===== src/rtl/sync_ram_lsu_adapter.sv =====
// -----------------------------------------------------------------------------
// sync_ram_lsu_adapter
//
// Load/store front end for a sync RAM with one read port (1-cycle registered
// read) and one byte-strobed write port. Accepts one byte-addressed, sized
// request at a time over valid/ready and returns exactly one response per
// request. Loads are lane-aligned and zero/sign-extended. Misaligned,
// out-of-range and size-3 requests are answered with an error and never
// touch the RAM.
//
// Ports
//   clock, reset                 rising-edge clock, async active-low reset
//   req_valid/req_ready          request handshake (fire = valid & ready)
//   req_addr/wen/size/signed     byte address, store flag, size, load sign flag
//   req_wdata                    right-justified store data
//   resp_valid/resp_ready        response handshake
//   resp_rdata/resp_err          extended load data (0 on store/error), error
//   ram_raddr/ram_waddr          RAM word addresses (straight from req_addr)
//   ram_wstrb/ram_wdata          byte strobes (fire cycle only), replicated data
//   ram_rdata                    RAM read data, valid the cycle after raddr
// -----------------------------------------------------------------------------
module sync_ram_lsu_adapter #(
    parameter int RAM_ADDR_BITS = 13,
    parameter int ADDR_WIDTH    = 32
) (
    input  logic                     clock,
    input  logic                     reset,
    input  logic                     req_valid,
    output logic                     req_ready,
    input  logic [ADDR_WIDTH-1:0]    req_addr,
    input  logic                     req_wen,
    input  logic [1:0]               req_size,
    input  logic                     req_signed,
    input  logic [31:0]              req_wdata,
    output logic                     resp_valid,
    input  logic                     resp_ready,
    output logic [31:0]              resp_rdata,
    output logic                     resp_err,
    output logic [RAM_ADDR_BITS-1:0] ram_raddr,
    output logic [RAM_ADDR_BITS-1:0] ram_waddr,
    output logic [3:0]               ram_wstrb,
    output logic [31:0]              ram_wdata,
    input  logic [31:0]              ram_rdata
);

    typedef enum logic [1:0] {
        S_IDLE,
        S_RD_WAIT,
        S_RESP
    } state_t;

    state_t      state_q;
    logic        req_ready_q;
    logic        resp_valid_q;
    logic        resp_err_q;
    logic [31:0] resp_rdata_q;

    // Request fields kept for the read-data alignment step; datapath only,
    // so they carry no reset.
    logic [1:0]  off_q;
    logic [1:0]  size_q;
    logic        signed_q;

    logic        fire;
    logic [1:0]  off;
    logic        hi_nz;
    logic        req_err;
    logic [3:0]  strb_sel;

    // Shift the addressed lane down, truncate to the access size, extend.
    function automatic logic [31:0] align_load(input logic [31:0] word,
                                               input logic [1:0]  lane,
                                               input logic [1:0]  size,
                                               input logic        sgn);
        logic [31:0] sh;
        sh = word >> {lane, 3'b000};
        case (size)
            2'd0:    align_load = sgn ? {{24{sh[7]}}, sh[7:0]}   : {24'b0, sh[7:0]};
            2'd1:    align_load = sgn ? {{16{sh[15]}}, sh[15:0]} : {16'b0, sh[15:0]};
            default: align_load = sh;
        endcase
    endfunction

    assign fire  = req_valid & req_ready_q;
    assign off   = req_addr[1:0];
    // Any address bit above the RAM byte space makes the request out of range.
    assign hi_nz = |req_addr[ADDR_WIDTH-1:RAM_ADDR_BITS+2];

    assign req_err = (req_size == 2'd3)
                   | ((req_size == 2'd1) & off[0])
                   | ((req_size == 2'd2) & (off != 2'd0))
                   | hi_nz;

    always_comb begin
        strb_sel = 4'hF;
        case (req_size)
            2'd0:    strb_sel = 4'b0001 << off;
            2'd1:    strb_sel = 4'b0011 << off;
            default: strb_sel = 4'hF;
        endcase
    end

    always_comb begin
        ram_wdata = req_wdata;
        case (req_size)
            2'd0:    ram_wdata = {4{req_wdata[7:0]}};
            2'd1:    ram_wdata = {2{req_wdata[15:0]}};
            default: ram_wdata = req_wdata;
        endcase
    end

    // The write goes straight out in the accepting cycle; fire is already
    // low during reset because req_ready_q is held at zero.
    assign ram_wstrb = (fire && req_wen && !req_err) ? strb_sel : 4'h0;
    assign ram_raddr = req_addr[RAM_ADDR_BITS+1:2];
    assign ram_waddr = req_addr[RAM_ADDR_BITS+1:2];

    assign req_ready  = req_ready_q;
    assign resp_valid = resp_valid_q;
    assign resp_err   = resp_err_q;
    assign resp_rdata = resp_rdata_q;

    always_ff @(posedge clock) begin
        if (fire) begin
            off_q    <= off;
            size_q   <= req_size;
            signed_q <= req_signed;
        end
    end

    always_ff @(posedge clock or negedge reset) begin
        if (!reset) begin
            state_q      <= S_IDLE;
            req_ready_q  <= 1'b0;
            resp_valid_q <= 1'b0;
            resp_err_q   <= 1'b0;
            resp_rdata_q <= 32'h0;
        end else begin
            case (state_q)
                S_IDLE: begin
                    // Also raises ready on the first clock after reset release.
                    req_ready_q <= 1'b1;
                    if (fire) begin
                        req_ready_q <= 1'b0;
                        if (req_err || req_wen) begin
                            resp_err_q   <= req_err;
                            resp_rdata_q <= 32'h0;
                            resp_valid_q <= 1'b1;
                            state_q      <= S_RESP;
                        end else begin
                            state_q <= S_RD_WAIT;
                        end
                    end
                end
                S_RD_WAIT: begin
                    resp_rdata_q <= align_load(ram_rdata, off_q, size_q, signed_q);
                    resp_err_q   <= 1'b0;
                    resp_valid_q <= 1'b1;
                    state_q      <= S_RESP;
                end
                S_RESP: begin
                    if (resp_ready) begin
                        resp_valid_q <= 1'b0;
                        req_ready_q  <= 1'b1;
                        state_q      <= S_IDLE;
                    end
                end
                default: begin
                    state_q     <= S_IDLE;
                    req_ready_q <= 1'b0;
                end
            endcase
        end
    end

endmodule


===== config.mk =====
export PLATFORM = sky130hd
export DESIGN_NAME = sync_ram_lsu_adapter
export DESIGN_NICKNAME = d
export VERILOG_FILES = /design/src/rtl/sync_ram_lsu_adapter.sv
export SDC_FILE = /design/constraint.sdc
export NUM_CORES = 1
export LEC_CHECK = 0
export CORE_MARGIN = 1
export CORE_UTILIZATION = 40
export DETAILED_ROUTE_END_ITERATION = 10
export PLACE_DENSITY = 0.87
export SYNTH_ARGS = -nofsm -noshare
export SYNTH_HDL_FRONTEND = slang
export SYNTH_SLANG_ARGS = --single-unit

===== constraint.sdc =====
create_clock -name clock -period 2.3 [get_ports clock]
set_input_delay 0.23 -clock clock [delete_from_list [all_inputs] [get_ports clock]]
set_output_delay 0.23 -clock clock [all_outputs]
set_load 0.02 [all_outputs]

==> impl_metrics.csv <==
group,metric,value,unit
status,outcome,"complete, no violations",
cts,cts.sinks,42,
cts,post_cts_buffers,0,
die,row_count,31,
logic_synthesis,yosysUniqueCellTypes,42,
place,dp_hpwl,8.24,mm
worst_setup_path,critPathRequiredTime,2.07,ns
power,leakage,2.03,nW
die,start_util,0.423,
logic_synthesis,ys_warn_count,0,
cts,ctsHoldBuffers,0,
worst_setup_path,r2r_slack,0.45,ns
power,peakVddDrop,0.232,mV
routing,num_vias,3086,
routing,ant_nets,0,
worst_setup_path,path_depth,6,
worst_setup_path,critPathMaxFanout,11,
cts,cts_made_buffers,5,
timing,hold_violations,0,
cts,clk_root_buffer_cell,"clkbuf_8",
logic_synthesis,synth_edf_count,5,
cts,clock_latency,0.30,ns
die,core_area,7410,µm²
global_routing,grt_usage,0.257,
cells_and_area,layout-drive-gt1-share,0.116,
logic_synthesis,syn_area_per_cell,9.39,µm²
logic_synthesis,syn_area,3140,µm²
global_routing,grt_first_pass_wirelength,16.4,mm
logic_synthesis,ys_ff_latch,42,
timing,holdWs,0.0195,ns
worst_setup_path,cp_top_family,"buffers and inverters",
hold_path,hp-class,"primary input to asynchronous set/reset pin",
worst_setup_path,cp_slowest_cell,"clkdlybuf4s50_1",
worst_setup_path,crit_top_cell,"clkdlybuf4s50_1",
routing,wl_per_cell,18.4,µm
timing,finalCritPeriodShare,0.975,
logic_synthesis,async_reset_ff_frac,0.881,
worst_setup_path,slowest_delay,0.59,ns
timing,setup_ws,0.0574,ns
timing,maxSlewHeadroom,0.445,
power,powerDensity,521,nW/µm²
place,pre_cts_ws,-0.197,ns
routing,viasPerCell,5.46,
global_routing,grt-ovfl-total,0,
timing,maxSlewViolCount,0,
worst_setup_path,critPathKind,"primary input to output pin",
die,io_pins,201,
die,die-width,90.6,µm
timing,setup_viol,0,
worst_setup_path,crit_buf_inv,4,
routing,drt_iter0_markers,140,
worst_setup_path,end_kind,"output pin",
cts,path_clk_slew,0.08,ns
worst_setup_path,r2r.worst_path.cells,5,
global_routing,antenna_found_initial,0,
cts,cts.path.max_buffers,2,
logic_synthesis,synth_ff_type,"dfrtp_1",
die,die_h,90.6,µm
routing,routed_wl,10.4,mm
cells_and_area,stdcell_count,565,
cells_and_area,nets,572,
cts,htree_num_levels,2,
routing,drc,0,
place,port_buffers,161,
cells_and_area,area_growth,51.7,%
power,power,2.48,mW
routing,drt_pre_antenna_iters,4,
cells_and_area,antenna_cells,0,
timing,fmax,0.446,GHz
timing,tightestPinTransition,0.832,ns
global_routing,grt_pass1_vias,3087,
place,gp_congestion,0.890,
timing,min_period,2.24,ns
run,cap_violations,0,
die,dieArea,8200,µm²
place,placed_cells,557,
timing,finClkSkew,0.00739,ns
worst_setup_path,start_kind,"primary input",
worst_setup_path,critical_path.cell_chain,"clkdlybuf4s50_1 > buf_6 > mux2i_1 > o21ai_1 > buf_4 > clkdlybuf4s50_1",
worst_setup_path,worstPathArrival,2.01,ns
global_routing,grt_max_degree,38,
logic_synthesis,syn_nets,441,
logic_synthesis,synthCells,334,
logic_synthesis,ys_seq_area_frac,0.343,
cts,cts_tree,"done",
==> synth_stat cells (all sizes together) (4+ instances only) <==
library cell | count | area, µm²
a211o | 7 | 61.3
nor4 | 4 | 46.3
a32o | 23 | 230
o21a | 4 | 30.0
nor2 | 13 | 51.3
mux2 | 16 | 180
buf | 47 | 339
edfxtp | 5 | 150
nor2b | 10 | 62.6
mux2i | 37 | 370
inv | 14 | 52.6
nand2 | 45 | 169
clkbuf | 9 | 35.0
a21oi | 6 | 37.5
o21ai | 34 | 174
dfrtp | 37 | 926
==> repair_timing <==
item / in CTS / in global routing
pin swaps: 0 / 0
resized for setup: 14 / 6
endpoints found under the setup margin: 14 / 29
==> report_power, final <==
group	internal, mW	leakage (nW)	switching [mW]
Combinational	0.547	1.43	0.596
Clock	0.214	0.0452	0.261
Sequential	0.809	0.555	0.0538
Total	1.57	2.03	0.911
==> layer usage <==
metal | vias to the layer above | track usage | share of wire
li1 | 1434 | - | -
met1 | 1464 | 0.290 | 0.38
met2 | 172 | 0.459 | 0.51
met3 | 16 | 0.0774 | 0.097
met4 | 0 | 0.0820 | 0.019
met5 | - | 0 | 0
==> cell type report <==
type	count	area [µm²]
fill	606	2650
multi-input combinational	222	1650
sequential	42	1080
clock inverter	2	13.8
timing repair buffer	180	1770
tap	99	124
inverter	14	52.6
clock buffer	6	72.6
==> through the flow <==
| step | utilization | area (µm²) | setup TNS (ns) |
|---|---|---|---|
| 6_report | 0.642 | 4760 | 0 |
| 5_1_grt | 0.642 | 4760 | -0.0113 |
| 4_1_cts | 0.639 | 4740 | 0 |
| 3_5_place_dp | 0.629 | 4660 | -5.66 |
| 3_3_place_gp | 0.629 | 4660 | -4.46 |
| 2_1_floorplan | - | 3140 | 0 |
==> registers in the layout, summed over array words and instances (netlist names) <==
name and cells:
resp_rdata 32, size_q 2, signed_q 1, state_q 2, req_ready 1, resp_valid 1, off_q 2, resp_err 1
==> cell families (layout without fill, tap and decap cells) <==
| kind of cell | Yosys count | after routing | share of synthesized area |
|---|---|---|---|
| AO/OA/AOI/OAI | 87 | 87 | 0.210 |
| AND/OR/NAND/NOR | 78 | 78 | 0.116 |
| buffers and inverters | 70 | 202 | 0.136 |
| multiplexers | 54 | 54 | 0.183 |
| flip-flops | 42 | 42 | 0.343 |
| adder cells (fa/ha/maj) | 3 | 3 | 0.0120 |
==> layout by cell type, fill, tap and decap left out, drive strengths merged, types with 2 or more instances in the layout <==
| cell type | n |
|---|---|
| a21o | 2 |
| o211ai | 2 |
| ha | 3 |
| a211oi | 2 |
| o2111ai | 2 |
| mux2 | 16 |
| nor2b | 10 |
| a32o | 23 |
| dlygate4sd2 | 11 |
| clkdlybuf4s50 | 147 |
| inv | 14 |
| clkinv | 2 |
| clkbuf | 6 |
| mux2i | 37 |
| buf | 20 |
| dfrtp | 37 |
| nand2 | 45 |
| o21a | 4 |
| nor2 | 13 |
| a211o | 7 |
| a2bb2oi | 2 |
| o21ai | 34 |
| edfxtp | 5 |
| nor4 | 4 |
| nand3 | 2 |
| a21oi | 6 |
==> worst reg2reg max path: cells and delay by family (launching register included) <==
family,cells,cell delay [ns]
DFF,1,0.41
adders and majority gates,1,0.29
AOI/OAI and AO/OA,2,0.83
buffers and inverters,2,0.27
==> final timing paths <==
path                                       startpoint                    endpoint
max in group asynchronous                       reset  resp_rdata[25]$_DFFE_PN0P_
max reg2reg                    state_q[1]$_DFFE_PN0P_  resp_rdata[17]$_DFFE_PN0P_
max                                       req_size[0]               ram_wdata[29]
min reg2reg                resp_rdata[31]$_DFFE_PN0P_  resp_rdata[31]$_DFFE_PN0P_
min                                             reset  resp_rdata[10]$_DFFE_PN0P_
min in group clock                       req_addr[10]                ram_raddr[8]
No activity file was read; power rests on OpenSTA's default activity.
